**src/rtl/vga_sync_decoder_if.sv**
```systemverilog
// Sync bus into the VGA timing decoder: pixel strobe plus the three timing pins.
interface vga_sync_decoder_if;
    logic pix_en;
    logic hsync;
    logic vsync;
    logic blank_n;

    modport master (output pix_en, hsync, vsync, blank_n);
    modport slave  (input  pix_en, hsync, vsync, blank_n);
endinterface

```
**src/rtl/vga_sync_decoder.sv**
```systemverilog
// Recovers pixel coordinates and line/frame geometry from a VGA sync stream and
// declares lock. Define SYNC_ERR_COUNT_EN to add the saturating err_count output.
module vga_sync_decoder #(
    parameter int H_TOTAL     = 800,
    parameter int V_TOTAL     = 525,
    parameter int H_ACTIVE    = 640,
    parameter int V_ACTIVE    = 480,
    parameter int LOCK_FRAMES = 2,
    parameter int SYNC_POL    = 0
) (
    input  logic              clk,
    input  logic              rst,
    vga_sync_decoder_if.slave vid,
    output logic [9:0]        x_pos,
    output logic [9:0]        y_pos,
    output logic              active,
    output logic [10:0]       line_len,
    output logic [9:0]        frame_lines,
    output logic              frame_start,
    output logic              locked,
    output logic              sync_err
`ifdef SYNC_ERR_COUNT_EN
    ,
    output logic [7:0]        err_count
`endif
);
    localparam logic [10:0] H_TOT_L = 11'(H_TOTAL);
    localparam logic [10:0] H_ACT_L = 11'(H_ACTIVE);
    localparam logic [10:0] TMO_L   = 11'(2 * H_TOTAL);
    localparam logic [9:0]  V_TOT_L = 10'(V_TOTAL);
    localparam logic [9:0]  V_ACT_L = 10'(V_ACTIVE);
    localparam logic [3:0]  LOCK_L  = 4'(LOCK_FRAMES);

    typedef enum logic [1:0] {SEARCH, ACQUIRE, LOCKED} state_e;

    state_e      state_q, state_d;
    logic        hs_prev_q, hs_prev_d, vs_prev_q, vs_prev_d, bl_prev_q, bl_prev_d;
    logic [10:0] h_cnt_q, h_cnt_d, act_cnt_q, act_cnt_d, line_len_q, line_len_d;
    logic [9:0]  v_cnt_q, v_cnt_d, x_q, x_d, y_q, y_d, frame_lines_q, frame_lines_d;
    logic        active_q, active_d, frame_start_q, frame_start_d;
    logic        locked_q, locked_d, sync_err_q, sync_err_d, line_ok_q, line_ok_d;
    logic [3:0]  good_q, good_d;

    logic        hs_a, vs_a, hs_edge, vs_edge, bl_fall;
    logic        line_bad, frame_good, tmo;
    logic [10:0] h_inc;
    logic [9:0]  v_inc, y_inc;

    // Normalise sync pins so "1" always means asserted.
    assign hs_a    = (SYNC_POL != 0) ? vid.hsync : ~vid.hsync;
    assign vs_a    = (SYNC_POL != 0) ? vid.vsync : ~vid.vsync;
    assign hs_edge = vid.pix_en & hs_a & ~hs_prev_q;
    assign vs_edge = vid.pix_en & vs_a & ~vs_prev_q;
    assign bl_fall = vid.pix_en & ~vid.blank_n & bl_prev_q;
    assign h_inc   = (h_cnt_q == 11'h7FF) ? h_cnt_q : h_cnt_q + 11'd1;
    assign v_inc   = (hs_edge && v_cnt_q != 10'h3FF) ? v_cnt_q + 10'd1 : v_cnt_q;
    assign y_inc   = (bl_fall && y_q != 10'h3FF) ? y_q + 10'd1 : y_q;

    always_comb begin
        state_d       = state_q;
        hs_prev_d     = hs_prev_q;
        vs_prev_d     = vs_prev_q;
        bl_prev_d     = bl_prev_q;
        h_cnt_d       = h_cnt_q;
        act_cnt_d     = act_cnt_q;
        line_len_d    = line_len_q;
        v_cnt_d       = v_cnt_q;
        x_d           = x_q;
        y_d           = y_q;
        frame_lines_d = frame_lines_q;
        active_d      = active_q;
        line_ok_d     = line_ok_q;
        good_d        = good_q;
        frame_start_d = 1'b0;
        sync_err_d    = 1'b0;
        line_bad      = 1'b0;
        frame_good    = 1'b0;
        tmo           = 1'b0;

        if (vid.pix_en) begin
            hs_prev_d = hs_a;
            vs_prev_d = vs_a;
            bl_prev_d = vid.blank_n;
            active_d  = vid.blank_n;

            if (!vid.blank_n || !bl_prev_q) x_d = 10'd0;
            else if (x_q != 10'h3FF)        x_d = x_q + 10'd1;

            // The edge tick itself is the first tick of the new line.
            if (hs_edge) begin
                line_len_d = h_inc;
                h_cnt_d    = 11'd0;
                act_cnt_d  = {10'd0, vid.blank_n};
                line_bad   = (h_inc != H_TOT_L) || (act_cnt_q != 11'd0 && act_cnt_q != H_ACT_L);
            end else begin
                h_cnt_d = h_inc;
                tmo     = (h_inc != h_cnt_q) && (h_inc == TMO_L);
                if (vid.blank_n && act_cnt_q != 11'h7FF) act_cnt_d = act_cnt_q + 11'd1;
            end

            if (vs_edge) begin
                frame_lines_d = v_inc;
                v_cnt_d       = 10'd0;
                y_d           = 10'd0;
                frame_start_d = 1'b1;
                line_ok_d     = 1'b1;
                frame_good    = (v_inc == V_TOT_L) && line_ok_q && !line_bad && (y_inc == V_ACT_L);
            end else begin
                v_cnt_d = v_inc;
                y_d     = y_inc;
                if (line_bad) line_ok_d = 1'b0;
            end

            if (tmo) begin
                state_d    = SEARCH;
                sync_err_d = (state_q == LOCKED);
            end else begin
                case (state_q)
                    SEARCH: if (vs_edge) begin
                        state_d = ACQUIRE;
                        good_d  = 4'd0;
                    end
                    ACQUIRE: if (vs_edge) begin
                        if (frame_good) begin
                            good_d = good_q + 4'd1;
                            if (good_q + 4'd1 >= LOCK_L) state_d = LOCKED;
                        end else begin
                            good_d = 4'd0;
                        end
                    end
                    LOCKED: if (line_bad || (vs_edge && !frame_good)) begin
                        state_d    = SEARCH;
                        sync_err_d = 1'b1;
                    end
                    default: state_d = SEARCH;
                endcase
            end
        end
        locked_d = (state_d == LOCKED);
    end

    always_ff @(posedge clk or negedge rst) begin
        if (!rst) begin
            state_q       <= SEARCH;
            hs_prev_q     <= 1'b0;
            vs_prev_q     <= 1'b0;
            bl_prev_q     <= 1'b0;
            h_cnt_q       <= '0;
            act_cnt_q     <= '0;
            line_len_q    <= '0;
            v_cnt_q       <= '0;
            x_q           <= '0;
            y_q           <= '0;
            frame_lines_q <= '0;
            active_q      <= 1'b0;
            line_ok_q     <= 1'b1;
            good_q        <= '0;
            frame_start_q <= 1'b0;
            sync_err_q    <= 1'b0;
            locked_q      <= 1'b0;
        end else begin
            state_q       <= state_d;
            hs_prev_q     <= hs_prev_d;
            vs_prev_q     <= vs_prev_d;
            bl_prev_q     <= bl_prev_d;
            h_cnt_q       <= h_cnt_d;
            act_cnt_q     <= act_cnt_d;
            line_len_q    <= line_len_d;
            v_cnt_q       <= v_cnt_d;
            x_q           <= x_d;
            y_q           <= y_d;
            frame_lines_q <= frame_lines_d;
            active_q      <= active_d;
            line_ok_q     <= line_ok_d;
            good_q        <= good_d;
            frame_start_q <= frame_start_d;
            sync_err_q    <= sync_err_d;
            locked_q      <= locked_d;
        end
    end

    assign x_pos       = x_q;
    assign y_pos       = y_q;
    assign active      = active_q;
    assign line_len    = line_len_q;
    assign frame_lines = frame_lines_q;
    assign frame_start = frame_start_q;
    assign locked      = locked_q;
    assign sync_err    = sync_err_q;

`ifdef SYNC_ERR_COUNT_EN
    logic [7:0] err_cnt_q, err_cnt_d;

    always_comb begin
        err_cnt_d = err_cnt_q;
        if (sync_err_d && err_cnt_q != 8'hFF) err_cnt_d = err_cnt_q + 8'd1;
    end

    always_ff @(posedge clk or negedge rst) begin
        if (!rst) err_cnt_q <= '0;
        else      err_cnt_q <= err_cnt_d;
    end

    assign err_count = err_cnt_q;
`endif
endmodule
```
**src/flat_wrapper.sv**
```systemverilog
// flat-port wrapper written by rule: the top's interface ports become plain ports
module vga_sync_decoder_flat 
#(
    parameter int H_TOTAL     = 800,
    parameter int V_TOTAL     = 525,
    parameter int H_ACTIVE    = 640,
    parameter int V_ACTIVE    = 480,
    parameter int LOCK_FRAMES = 2,
    parameter int SYNC_POL    = 0
)
  (clk, rst, x_pos, y_pos, active, line_len, frame_lines, frame_start, locked, sync_err, vid_pix_en, vid_hsync, vid_vsync, vid_blank_n);
  vga_sync_decoder_if vid_i ();
  input  logic clk;
  input  logic rst;
  output logic [9:0] x_pos;
  output logic [9:0] y_pos;
  output logic active;
  output logic [10:0] line_len;
  output logic [9:0] frame_lines;
  output logic frame_start;
  output logic locked;
  output logic sync_err;
  input wire logic [$bits(vid_i.pix_en)-1:0] vid_pix_en;
  input wire logic [$bits(vid_i.hsync)-1:0] vid_hsync;
  input wire logic [$bits(vid_i.vsync)-1:0] vid_vsync;
  input wire logic [$bits(vid_i.blank_n)-1:0] vid_blank_n;
  assign vid_i.pix_en = vid_pix_en;
  assign vid_i.hsync = vid_hsync;
  assign vid_i.vsync = vid_vsync;
  assign vid_i.blank_n = vid_blank_n;
  vga_sync_decoder #(.H_TOTAL(H_TOTAL), .V_TOTAL(V_TOTAL), .H_ACTIVE(H_ACTIVE), .V_ACTIVE(V_ACTIVE), .LOCK_FRAMES(LOCK_FRAMES), .SYNC_POL(SYNC_POL)) u_core (.clk(clk), .rst(rst), .vid(vid_i), .x_pos(x_pos), .y_pos(y_pos), .active(active), .line_len(line_len), .frame_lines(frame_lines), .frame_start(frame_start), .locked(locked), .sync_err(sync_err));
endmodule
```
**config.mk**
```make
export PLATFORM = sky130hd
export DESIGN_NAME = vga_sync_decoder_flat
export DESIGN_NICKNAME = d
export VERILOG_FILES = /design/src/rtl/vga_sync_decoder_if.sv /design/src/rtl/vga_sync_decoder.sv /design/src/flat_wrapper.sv
export SDC_FILE = /design/constraint.sdc
export NUM_CORES = 1
export LEC_CHECK = 0
export CORE_ASPECT_RATIO = 0.8
export CORE_MARGIN = 3
export CORE_UTILIZATION = 60
export CTS_BUF_LIST = sky130_fd_sc_hd__clkbuf_8
export DETAILED_ROUTE_END_ITERATION = 10
export DONT_BUFFER_PORTS = 1
export PLACE_DENSITY = 0.76
export SLEW_MARGIN = 5
export SYNTH_ARGS = -nofsm -noshare
export SYNTH_HDL_FRONTEND = slang
export SYNTH_SLANG_ARGS = --single-unit
```
**constraint.sdc**
```tcl
create_clock -name clk -period 3.23 [get_ports clk]
set_input_delay 0.4845 -clock clk [delete_from_list [all_inputs] [get_ports clk]]
set_output_delay 0.4845 -clock clk [all_outputs]
set_load 0.02 [all_outputs]
```
# After elaboration in Yosys (flattened, before gate mapping)
# Index checks and enable logic that the tools add are counted.
# totals
wordCells	115
output_inout_bits	45
input_bits	6
reg_bits	86
# classes
order_cmp	1
mux	36
addsub	6
eq_ne	16
reduce_logical	28
n_bitwise	12
# ops
cell	n
$mux W10	6
$mux W11	4
$add A10 B1 Y10 const B	3
$ne A10 B10 Y1 const B	3
$add A11 B1 Y11 const B	2
$eq A11 B11 Y1 const B	2
$ne A11 B10 Y1 const B	2
$mux W1	14
$mux W2	7
$mux W4	3
$ne A11 B11 Y1	1
$ne A11 B11 Y1 const B	1
$reduce_bool A11 Y1	1
$eq A10 B10 Y1 const B	1
$eq A10 B9 Y1 const B	1
$reduce_and A2 Y1	5
$logic_and A1 B1 Y1	9
$pmux W4 S2	1
$reduce_bool A2 Y1	4
$and A1 B1 Y1	6
$not A1 Y1	6
$pmux W2 S3	1
$reduce_and A5 Y1	1
$add A4 B1 Y4 const B	1
other kinds (7)	14

# Logic depth before layout (Yosys ltp)
# Gate-level depths: netlist (run 1).
# depth
depth_word	19
mapped_depth	11
depth_no_buf	9

# Worst setup path before layout (run 1)
# No wires, ideal clock.
# synth_timing
path_type	input to register
startpoint	in vid_hsync
endpoint	reg u_core.state_q[0]
n_path_buf	1
path_stages	9
setup_slack_ns	0.121
setup_time_ns	0.132
arrival_ns	2.977
path_cell_list	or3b_1 > buf_2 > nor4_2 > mux2i_1 > or4_1 > or4_1 > or4b_4 > nor2_1 > o21bai_1
# synth_between
elab_chain_cells	18
# synth_rtl
element	line	source
from (decl)	flat_wrapper.sv:24	input wire logic [$bits(vid_i.hsync)-1:0] vid_hsync;
$not A1 Y1 *	vga_sync_decoder.sv:50	assign hs_a = (SYNC_POL != 0) ? vid.hsync : ~vid.hsync;
$and A1 B1 Y1 * (2 in series)	vga_sync_decoder.sv:52	assign hs_edge = vid.pix_en & hs_a & ~hs_prev_q;
$logic_and A1 B1 Y1	vga_sync_decoder.sv:56	assign v_inc = (hs_edge && v_cnt_q != 10'h3FF) ? v_cnt_q + 10'd1 : v_cnt_q;
$mux W10	vga_sync_decoder.sv:56	
$eq A10 B10 Y1	vga_sync_decoder.sv:107	frame_good = (v_inc == V_TOT_L) && line_ok_q && !line_bad && (y_inc == V_ACT_L);
$logic_and A1 B1 Y1 (3 in series)	vga_sync_decoder.sv:107	
$mux W1	vga_sync_decoder.sv:101	if (vs_edge) begin
$mux W1	vga_sync_decoder.sv:80	if (vid.pix_en) begin
$logic_not A1 Y1	vga_sync_decoder.sv:131	LOCKED: if (line_bad || (vs_edge && !frame_good)) begin
$logic_and A1 B1 Y1	vga_sync_decoder.sv:131	
$logic_or A1 B1 Y1	vga_sync_decoder.sv:131	
$mux W2	vga_sync_decoder.sv:131	
$pmux W2 S3	vga_sync_decoder.sv:118	case (state_q)
$mux W2 *	vga_sync_decoder.sv:114	if (tmo) begin
$mux W2 *	vga_sync_decoder.sv:80	
via u_core.state_d[0]	vga_sync_decoder.sv:36	state_e state_q, state_d;
to (signal assigned)	vga_sync_decoder.sv:162	state_q <= state_d;
to (decl)	vga_sync_decoder.sv:36	
# The timed path passes the listed nets; every way through them passes the cells marked *. The select of a mux whose other input is x is not followed.
# A chain may end at the register's enable or synchronous reset.

# Final worst setup path (run 1)
# layout_timing
startpoint	reg u_core.v_cnt_q[1]
endpoint	reg u_core.state_q[0]
# layout_between
elab_chain_cells	16
# layout_rtl
element	line	source
from (decl)	vga_sync_decoder.sv:39	logic [9:0] v_cnt_q, v_cnt_d, x_q, x_d, y_q, y_d, frame_lines_q, frame_lines_d;
from (signal assigned)	vga_sync_decoder.sv:169	v_cnt_q <= v_cnt_d;
parallel branches: the longest is 2 deep, another holds $add A10 B1 Y10	n/a	
$mux W10 *	vga_sync_decoder.sv:56	
$eq A10 B10 Y1 *	vga_sync_decoder.sv:107	
$logic_and A1 B1 Y1 * (3 in series)	vga_sync_decoder.sv:107	
$mux W1 *	vga_sync_decoder.sv:101	
$mux W1 *	vga_sync_decoder.sv:80	
$logic_not A1 Y1	vga_sync_decoder.sv:131	
$logic_and A1 B1 Y1	vga_sync_decoder.sv:131	
$logic_or A1 B1 Y1	vga_sync_decoder.sv:131	
$mux W2	vga_sync_decoder.sv:131	
$pmux W2 S3 *	vga_sync_decoder.sv:118	
$mux W2 *	vga_sync_decoder.sv:114	
$mux W2 *	vga_sync_decoder.sv:80	
via u_core.state_d[0]	vga_sync_decoder.sv:36	
# Mark *: on every way through the listed nets, which the timed path passes. The select of a mux whose other input is x is not followed.

==> results of run 1 <==
[final timing paths]
kind                                    from                 end  cells after the start  slack, ns
hold / removal                           rst  u_core.line_len[6]                      1      0.004
max in group asynchronous                rst   u_core.v_cnt_q[0]                      1       2.84
hold reg to reg             u_core.line_ok_q    u_core.line_ok_q                      2       0.52
setup reg to reg           u_core.v_cnt_q[1]   u_core.state_q[0]                      9       0.11
min in group clk                  vid_pix_en   u_core.h_cnt_q[8]                      1       0.20
setup / recovery           u_core.v_cnt_q[1]   u_core.state_q[0]                      9       0.11
[repair_timing]
action | CTS | global route
hold buffers | 1 | 0
buffers inserted | 0 | 1
endpoints found under the setup margin | 0 | 2
endpoints found under the hold margin | 86 | 0
resized for setup | 0 | 1
[where the power goes]
group	total, uW	leakage, uW	switching [uW]	internal (uW)
sequential	1350	0.00116	165	1180
combinational	433	0.00107	253	180
clock	870	0.000118	421	449
[logic make-up after synthesis]
kind of cell             after synthesis  synth area share (%)
multiplexers                          14                  3.07
flip-flops                            86                  45.5
XOR/XNOR                              27                  5.00
AO/OA/AOI/OAI                        103                  14.1
adder cells (fa/ha/maj)                8                  2.12
buffers and inverters                 41                  3.49
AND/OR/NAND/NOR                      243                  26.7
[worst register-to-register path, stage by stage (launching register included)]
cell	delay [ns]
dfrtp_1	0.42
ha_1	0.21
nand2_1	0.13
or3_4	0.37
a21o_1	0.18
or4_1	0.48
or4_1	0.52
or4b_4	0.52
nor2_1	0.11
o21bai_1	0.07
[per-stage QoR]
stage	std cells	setup slack, ns	hold slack (ns)	util [%]
after floorplan	522	0.121	0.189	-
after global placement	636	0.159	0.191	66.7
after detailed placement	636	0.0890	0.191	66.7
after CTS	653	0.0849	0.0341	70.1
after global routing	654	0.00154	0.0166	70.2
final	654	0.108	0.00426	70.2
[layer usage]
layer  track usage (%)  vias up  part of all wire, %
met3              7.45       12                  8.3
met4              5.60        0                 0.89
met2              41.8      199                   45
met1              38.7     1916                   46
li1                  -     1912                    -
met5                 0        -                    0
[cell usage after synthesis (3+ instances only)]
master	number
a21o_1	5
a21oi_1	22
a311oi_1	3
a31oi_1	6
a32o_1	3
and2_1	9
and3_1	11
and4_1	4
buf_1	3
buf_2	9
clkbuf_1	15
dfrtp_1	85
ha_1	8
inv_1	14
mux2_2	4
mux2i_1	10
nand2_1	57
nand2b_1	9
nand3_1	26
nand4_1	14
nor2_1	59
nor2b_1	5
nor3_1	13
nor3b_1	3
nor4_1	6
o21ai_0	33
o22ai_1	4
o31a_1	3
o31ai_1	4
or3_1	5
or4_1	7
xnor2_1	13
xor2_1	14
[flip-flops by register name, summed over array words and instances, names as in the netlist]
signal / count
u_core.frame_lines: 10
u_core.v_cnt_q: 10
u_core.vs_prev_q: 1
u_core.good_q: 4
u_core.sync_err: 1
u_core.locked: 1
u_core.state_q: 2
u_core.act_cnt_q: 11
u_core.hs_prev_q: 1
u_core.y_pos: 10
u_core.line_len: 11
u_core.x_pos: 10
u_core.bl_prev_q: 1
u_core.frame_start: 1
u_core.h_cnt_q: 11
u_core.line_ok_q: 1
[cell type report]
cell class / instances / area (sq um)
clock buffers: 9 / 124
clock inverters: 7 / 105
fillers: 583 / 2240
inverters: 14 / 52.6
multi-input cells: 395 / 2420
flip-flops and latches: 86 / 2150
well taps: 105 / 131
repair buffers: 38 / 305
==> flow_summary.yaml, run 1 <==
run_status:
  outcome: "completed"
critical_path:
  critPathBufInv: 0
  setup.worst_path.class: "register to register"
  critPathArrivalTime_ns: 3.38
  start_kind: "register"
  crit_slowest_cell: "or4_1"
  crit_path_max_fanout: 5
  worst_setup_path_end_kind: "register"
  cp_top_family: "simple AND/OR/NAND/NOR gates"
  cp_common_cell: "or4_1"
  max_stage_delay_ns: 0.52
  critPathRequiredTime_ns: 3.49
  crit_chain: "ha_1, nand2_1, or3_4, a21o_1, or4_1, or4_1, or4b_4, nor2_1, o21bai_1"
synthesis:
  ys_ff_latch: 86
  syn-cell-area_sq_mm: 0.00473
  async_flop_share_pct: 100
  yosysWarningCount: 0
  synth_enable_flop_cells: 0
  synth_top_cell_area_share_pct: 44.9
  ys_types: 62
  synthCells: 522
  yosys.area.top_type: "dfrtp_1"
  synth_top_cells_by_area: "dfrtp_1 45%, nor2_1 4.7%, nand2_1 4.5%"
  syn_area_per_cell_sq_um: 9.07
  ys.flop_type: "dfrtp_1"
  syn-num-nets: 536
  seq_area_frac_synth_pct: 45.5
floorplanning:
  die_w_um: 105
  pin_count: 51
  die_h_um: 85.4
  die_area_sq_mm: 0.00899
  core_area_sq_mm: 0.00753
  fp-row-count: 28
  start_util_pct: 62.8
timing:
  fin_worst_skew_ns: 0.0126
  tightest_slew_ns: 0.605
  timing.final.hold_violations: 0
  timing.slew.headroom_pct: 59.7
  fin_crit_sh_pct: 96.7
  setup_viol: 0
  rsz0062_at_grt: "no"
  min_period_ns: 3.12
  drv_slew: 0
  tns_ns: 0
  fmax_ghz: 0.320
routing:
  route.vias.total: 4039
  drtAntennaViolNets: 0
  drt_iter0_markers: 343
  via_per_inst: 6.18
  first_pass_iters: 5
  drc: 0
  wl_mm: 11.4
  wl_per_cell_um: 17.4
clock_network:
  cts_num_sinks: 86
  cts_made_buffers: 9
  clkTransAtPathRegs_ns: 0.10
  clk_path_buf_depth: 2
  cts_tree: "built"
  clk_latency_ns: 0.36
  ctsRootBufferMaster: "clkbuf_8"
  cts-htree-levels: 3
final_layout:
  final_common_cell: "dfrtp_1"
  final_nets: 558
  diodes: 0
  final_cell_mix: "84 x dfrtp_1, 59 x nor2_1, 57 x nand2_1"
  final_area_sq_mm: 0.00529
  area_growth_pct: 11.8
  drive_gt1_share_pct: 12.6
global_route:
  grt_max_degree: 87
  antenna_found_initial: 0
  gr-total-overflow: 0
  grt_util_all_layers_pct: 27.1
  grt_pass1_wl_mm: 19.6
  grt_pass1_vias: 3801
power:
  peakVddDrop_v: 0.000324
  power_density_mw_per_mm2: 501
  p_leak_uw: 0.00235
  total_power_uw: 2650
placed_design:
  dpl_cell_area_sq_mm: 0.00503
  io_buffers: 0
  routabilityCongestion: 0.945
  detailed_place_hpwl_mm: 7.84
flow_run:
  max_cap_violations: 0
worst_hold_path:
  hold_class: "input pin to asynchronous set/reset pin"
Note: power is estimated with default switching activity, not from simulation.
==> run 2, diff against run 1 <==
GPL_ROUTABILITY_DRIVEN = 1   (was default)
==> results of run 2 <==
The final DEF is identical to that of run 1; final timing and power are the same.
